--- src/rtl/alarm_msg_sequencer.sv ---
// N-channel alarm latch/arbiter that streams the winning channel's ROM message into a UART FIFO.
// Optional feature: define ALARM_BLINK_EN to blink the status LED instead of holding it steady.
module alarm_msg_sequencer #(
  parameter int                 N_CH         = 4,
  parameter int                 MSG_LEN      = 16,
  parameter int                 AW           = 6,
  parameter logic [3*N_CH-1:0]  CH_RGB       = {3'b110, 3'b101, 3'b001, 3'b100},
  parameter logic [15:0]        GAP_CYCLES   = 16'd50000,
  parameter logic [23:0]        BLINK_CYCLES = 24'd5000000
) (
  input  logic                      clk,
  input  logic                      reset,
  input  logic [N_CH-1:0]           alarm_in,
  input  logic [N_CH-1:0]           ack_in,
  output logic [AW-1:0]             rom_addr,
  input  logic [7:0]                rom_data,
  input  logic                      tx_full,
  output logic                      wr_uart,
  output logic [7:0]                w_data,
  output logic [2:0]                rgb_out,
  output logic                      alarm_active,
  output logic [$clog2(N_CH)-1:0]   active_ch
);

  localparam int CW = $clog2(N_CH);
  localparam int IW = $clog2(MSG_LEN) + 1;

  localparam logic [1:0] ST_IDLE = 2'd0;
  localparam logic [1:0] ST_SEND = 2'd1;
  localparam logic [1:0] ST_GAP  = 2'd2;

  // Reject configurations that cannot work at elaboration time.
  if (GAP_CYCLES == 16'd0 || BLINK_CYCLES == 24'd0 || (2 ** AW) < N_CH * MSG_LEN) begin : g_param_check
    $error("alarm_msg_sequencer: invalid parameter set");
  end

  logic [N_CH-1:0] sync1_r;
  logic [N_CH-1:0] sync2_r;
  logic [N_CH-1:0] sync3_r;
  logic [N_CH-1:0] pending_r;
  logic [N_CH-1:0] rise_s;
  logic [N_CH-1:0] pending_nxt_s;
  logic            arb_any_s;
  logic [CW-1:0]   arb_ch_s;
  logic [2:0]      colour_s;
  logic [2:0]      led_s;

  logic [1:0]      state_r;
  logic [IW-1:0]   idx_r;
  logic [15:0]     gap_cnt_r;
  logic            byte_ok_s;

  // Synchroniser, edge detect and pending latch.
  always_ff @(posedge clk or posedge reset) begin
    if (reset) begin
      sync1_r   <= {N_CH{1'b0}};
      sync2_r   <= {N_CH{1'b0}};
      sync3_r   <= {N_CH{1'b0}};
      pending_r <= {N_CH{1'b0}};
    end else begin
      sync1_r   <= alarm_in;
      sync2_r   <= sync1_r;
      sync3_r   <= sync2_r;
      pending_r <= pending_nxt_s;
    end
  end

  // Set beats ack; the loop runs high-to-low so the lowest pending index wins.
  always_comb begin
    rise_s        = sync2_r & ~sync3_r;
    pending_nxt_s = (pending_r & ~ack_in) | rise_s;
    arb_any_s     = |pending_r;
    arb_ch_s      = {CW{1'b0}};
    for (int i = N_CH - 1; i >= 0; i--) begin
      arb_ch_s = pending_r[i] ? CW'(i) : arb_ch_s;
    end
    colour_s = CH_RGB[3*arb_ch_s +: 3];
  end

`ifdef ALARM_BLINK_EN
  logic [23:0] blink_cnt_r;
  logic        blink_phase_r;
  logic [23:0] blink_cnt_nxt_s;
  logic        blink_phase_nxt_s;

  // Blink phase starts lit on a fresh alarm and toggles every BLINK_CYCLES clocks.
  always_comb begin
    if (!arb_any_s) begin
      blink_cnt_nxt_s   = 24'd0;
      blink_phase_nxt_s = 1'b0;
    end else if (!alarm_active) begin
      blink_cnt_nxt_s   = 24'd0;
      blink_phase_nxt_s = 1'b1;
    end else if (blink_cnt_r == BLINK_CYCLES - 24'd1) begin
      blink_cnt_nxt_s   = 24'd0;
      blink_phase_nxt_s = ~blink_phase_r;
    end else begin
      blink_cnt_nxt_s   = blink_cnt_r + 24'd1;
      blink_phase_nxt_s = blink_phase_r;
    end
    led_s = (arb_any_s && blink_phase_nxt_s) ? colour_s : 3'b000;
  end

  // Blink counter and phase.
  always_ff @(posedge clk or posedge reset) begin
    if (reset) begin
      blink_cnt_r   <= 24'd0;
      blink_phase_r <= 1'b0;
    end else begin
      blink_cnt_r   <= blink_cnt_nxt_s;
      blink_phase_r <= blink_phase_nxt_s;
    end
  end
`else
  // Steady colour for the winning channel.
  always_comb begin
    led_s = arb_any_s ? colour_s : 3'b000;
  end
`endif

  // Registered status outputs.
  always_ff @(posedge clk or posedge reset) begin
    if (reset) begin
      alarm_active <= 1'b0;
      active_ch    <= {CW{1'b0}};
      rgb_out      <= 3'b000;
    end else begin
      alarm_active <= arb_any_s;
      active_ch    <= arb_ch_s;
      rgb_out      <= led_s;
    end
  end

  // The terminator byte is never written, so the strobe gates on a non-zero byte.
  always_comb begin
    byte_ok_s = (rom_data != 8'h00);
    wr_uart   = (state_r == ST_SEND) && !tx_full && byte_ok_s;
    w_data    = wr_uart ? rom_data : 8'h00;
  end

  // Message FSM; arbitration result is sampled only in IDLE so a message always completes.
  always_ff @(posedge clk or posedge reset) begin
    if (reset) begin
      state_r   <= ST_IDLE;
      rom_addr  <= {AW{1'b0}};
      idx_r     <= {IW{1'b0}};
      gap_cnt_r <= 16'd0;
    end else begin
      case (state_r)
        ST_IDLE: begin
          if (alarm_active) begin
            state_r  <= ST_SEND;
            rom_addr <= AW'(active_ch) * AW'(MSG_LEN);
            idx_r    <= {IW{1'b0}};
          end else begin
            state_r  <= ST_IDLE;
          end
        end
        ST_SEND: begin
          if (!byte_ok_s) begin
            state_r   <= ST_GAP;
            gap_cnt_r <= GAP_CYCLES;
          end else if (!tx_full) begin
            idx_r    <= idx_r + {{(IW-1){1'b0}}, 1'b1};
            rom_addr <= rom_addr + {{(AW-1){1'b0}}, 1'b1};
            if (idx_r == IW'(MSG_LEN - 1)) begin
              state_r   <= ST_GAP;
              gap_cnt_r <= GAP_CYCLES;
            end else begin
              state_r   <= ST_SEND;
            end
          end else begin
            state_r <= ST_SEND;
          end
        end
        ST_GAP: begin
          if (gap_cnt_r == 16'd1) begin
            state_r <= ST_IDLE;
          end else begin
            gap_cnt_r <= gap_cnt_r - 16'd1;
          end
        end
        default: begin
          state_r <= ST_IDLE;
        end
      endcase
    end
  end

endmodule

--- config.mk ---
export PLATFORM = sky130hd
export DESIGN_NAME = alarm_msg_sequencer
export DESIGN_NICKNAME = d
export VERILOG_FILES = /design/src/rtl/alarm_msg_sequencer.sv
export SDC_FILE = /design/constraint.sdc
export NUM_CORES = 1
export LEC_CHECK = 0
export CORE_MARGIN = 5
export CORE_UTILIZATION = 45
export DETAILED_ROUTE_END_ITERATION = 12
export PLACE_DENSITY = 0.8
export SLEW_MARGIN = 10
export SYNTH_ARGS = -nofsm -noshare
export SYNTH_HDL_FRONTEND = slang
export SYNTH_SLANG_ARGS = --single-unit
--- constraint.sdc ---
create_clock -name clk -period 2.9 [get_ports clk]
set_input_delay 0.58 -clock clk [delete_from_list [all_inputs] [get_ports clk]]
set_output_delay 0.58 -clock clk [all_outputs]
set_load 0.005 [all_outputs]
==> results.md <==
* Mapped Cells at 224
* Final count of pins violating max slew at 0
* #FFs+latches synth at 51
* Post-synth ARST share at 100%
* GR Util All Layers at ~16%
* Post-synthesis cell type count at 43
* Sequential share of the synthesized area at between 50% and 60%
* Hold-fix buffers, CTS at 0
* Syn nets at 249
* Hold Crit Class: register to register
* Global route total overflow at 0
* Fin crit period at about 2.8 ns
* GPL Wtd Cong at 0.844
* DP Area at 2830 sq um
* # IOs at 40
* Critical-path cell list: clkdlybuf4s50_1 > nor4_2 > a211o_1 > inv_2 > and2_1 > clkdlybuf4s50_1
* Share of layout cells above drive strength 1 at 10.7%
* Worst EP arrival at 2.21 ns
* Met3 Resource Use GR at 3.90%
* Clk slew on worst S/H paths at 0.09 ns
* Synthesis Warnings at 0
* Drt total wl at 4980 um
* Longest Clk Path Bufs at 2
* Largest net degree at the start of global routing at 27
* GRT busiest layer: met2
* Root Buffer: clkbuf_8
* DR vias at 1872
* Hold_ws at ~0.36 ns
* DP Wirelength at 3640 um
* Global-route wire length before repair at 8180 um
* Fin nets at 294
* Die ar. at just under 7000 sq um
* Global-route track usage on met2 at 26.0%
* Final hold violations at 0
* Die X at 82.2 um
* Crit path launch: rom_data[2]
* Crit path launch type: input port
* Crit Path Category: input port to output port
* Vias per cell at 5.51
* DRT iter0 DRCs at 116
* Antenna violations before repair at 0
* RSZ-0062 raised after global routing: false
* Reg-to-Reg Start: state_r[0]
* Router iterations before antenna repair at 5
* Slew margin rel. at between 50% and 60%
* Crit share post-route at between 90% and 100%
* I/O Buffers at 39
* CP dominant cell by count: clkdlybuf4s50_1
* Core area at 5070 sq um
* Critical path required time at about 2.3 ns
* CTS Buf Count at 5
* Max Clock Freq at 0.359 GHz
* CP max stage cell: clkdlybuf4s50_1
* Fillers at 459
* Status: completed
* Post-synth top flop: dfrtp_1
* FP Rows at 26
* CTS H-tree depth at 2
* Element type at the critical path end: output port
* Final setup violation count at 0
* Power per cell area at 751 nW/um^2
* Worst Min Path Start: sync1_r[1]
* Setup TNS at 0 ns
* Max VDD drop at ~0.39 mV
* Syn Area/Cell at between 10 and 15 sq um
* Layout area overhead at 26.3%
* N_diodes at 0
* Die height at 82.2 um
* Max_cap viols at 0
* Crit path largest cell delay at about 0.45 ns
* Synthesized area at between 2000 and 2500 sq um
* Leakage at 1.28 nW
* Worst slew pin tran at about 0.64 ns
* Post-Layout Inst Area at 2960 sq um
* Mean routed wirelength per cell at around 15 um
* Skew final at between 0.006 and 0.007 ns
* Clock Sinks at 51
* DR DRC count at 0
* Initial core utilization at 46.3%
* Number of synthesized flops with an enable pin at 0
* Vias in the first global route at around 1800
* Clk Latency, worst-skew pair at 0.31 ns
* CTS tree: done
* M1 GR Usage at ~20%
* Critical path fanouts, max at 10
* Antenna Violating Nets Remaining at 0
-- cell usage in the layout (no fill, tap or decap), types with 5 or more instances in the layout --
cell,n
ha_1,6
nor2b_1,5
and2_1,8
or4_1,6
buf_4,6
nor4_1,5
o31ai_1,6
o22ai_1,5
a21oi_1,10
nand3_1,14
o21ai_0,13
nand2_1,15
clkdlybuf4s50_1,35
inv_1,13
clkbuf_8,5
nor2_1,9
mux2i_1,5
dfrtp_1,51
-- per-stage QoR --
| step | total power [mW] | setup WS (ns) | utilization, % | instances |
|---|---|---|---|---|
| final | 2.23 | 0.112 | 58.4 | 340 |
| after detailed placement | 1.80 | -0.0117 | 55.7 | 331 |
| after global placement | 1.75 | 0.0681 | 55.7 | 331 |
| after global routing | 2.38 | 0.0236 | 58.4 | 340 |
| after CTS | 2.23 | 0.00391 | 57.8 | 339 |
| after floorplan | 1.47 | 0.828 | - | 224 |
-- metal layers --
| layer | vias up | wire length, um | share of wire [%] |
|---|---|---|---|
| li1 | 908 | - | - |
| met1 | 898 | 2090 | 42 |
| met2 | 59 | 2440 | 49 |
| met3 | 7 | 384 | 7.7 |
| met4 | 0 | 65 | 1.3 |
| met5 | - | 0 | 0 |
-- worst max-delay path: cells and delay by family --
kind            cells  cell delay (ns)
simple gates        2             0.48
compound gates      1             0.20
buf+inv             3             0.95
-- kinds of logic (layout without fill, tap and decap cells) --
group | count (synthesis) | in the layout | share of synthesized area [%]
muxes | 5 | 5 | 2.13
and+or+nand+nor | 92 | 92 | 23.6
DFF | 51 | 51 | 54.4
AOI/OAI and AO/OA | 48 | 48 | 12.8
adders and majority gates | 6 | 6 | 3.20
buffers and inverters | 22 | 68 | 3.89
-- registers in the layout, summed over array words and instances, names as in the netlist --
register	flops
pending_r	4
rgb_out	3
state_r	2
active_ch	2
alarm_active	1
rom_addr	6
idx_r	5
sync2_r	4
gap_cnt_r	16
sync1_r	4
sync3_r	4
-- cell type report --
class	count	area, sq um	area share, %
sequential	51	1280	43.1
multi-input combinational	151	1000	33.8
timing repair buffer	45	445	15.0
tap	70	87.6	2.95
clock buffer	5	68.8	2.32
inverter	15	56.3	1.90
clock inverter	3	28.8	0.971
-- Yosys cell counts (all sizes together), types with 5 or more instances --
cell / n / share of area (%)
a21oi: 10 / 2.1
and2: 8 / 2.1
clkbuf: 6 / 1.0
dfrtp: 51 / 54
ha: 6 / 3.2
inv: 15 / 2.4
mux2i: 5 / 2.1
nand2: 15 / 2.4
nand3: 15 / 3.4
nor2: 9 / 1.4
nor2b: 5 / 1.3
nor4: 8 / 2.8
o21ai: 13 / 2.8
o22ai: 5 / 1.3
o31ai: 6 / 1.9
or4: 10 / 3.5
-- where the power goes --
part	total, mW	switching (mW)	internal [mW]
logic	0.706	0.338	0.368
registers	1.09	0.202	0.888
clock network	0.431	0.252	0.179
-- what timing repair did --
action	CTS	global route
setup endpoints to repair	2	8
buffers inserted	0	1
gates resized for setup	1	7
-- worst paths after layout --
check                                 to  slack [ns]  cells after the start
min                           sync2_r[1]        0.36                      0
max in group asynchronous    rom_addr[3]        1.69                      3
min in group asynchronous   gap_cnt_r[8]        0.61                      2
min reg2reg                   sync2_r[1]        0.36                      0
max reg2reg                gap_cnt_r[13]        0.78                      4
max                            w_data[6]        0.11                      6
No activity file was read; power rests on OpenSTA's default activity.
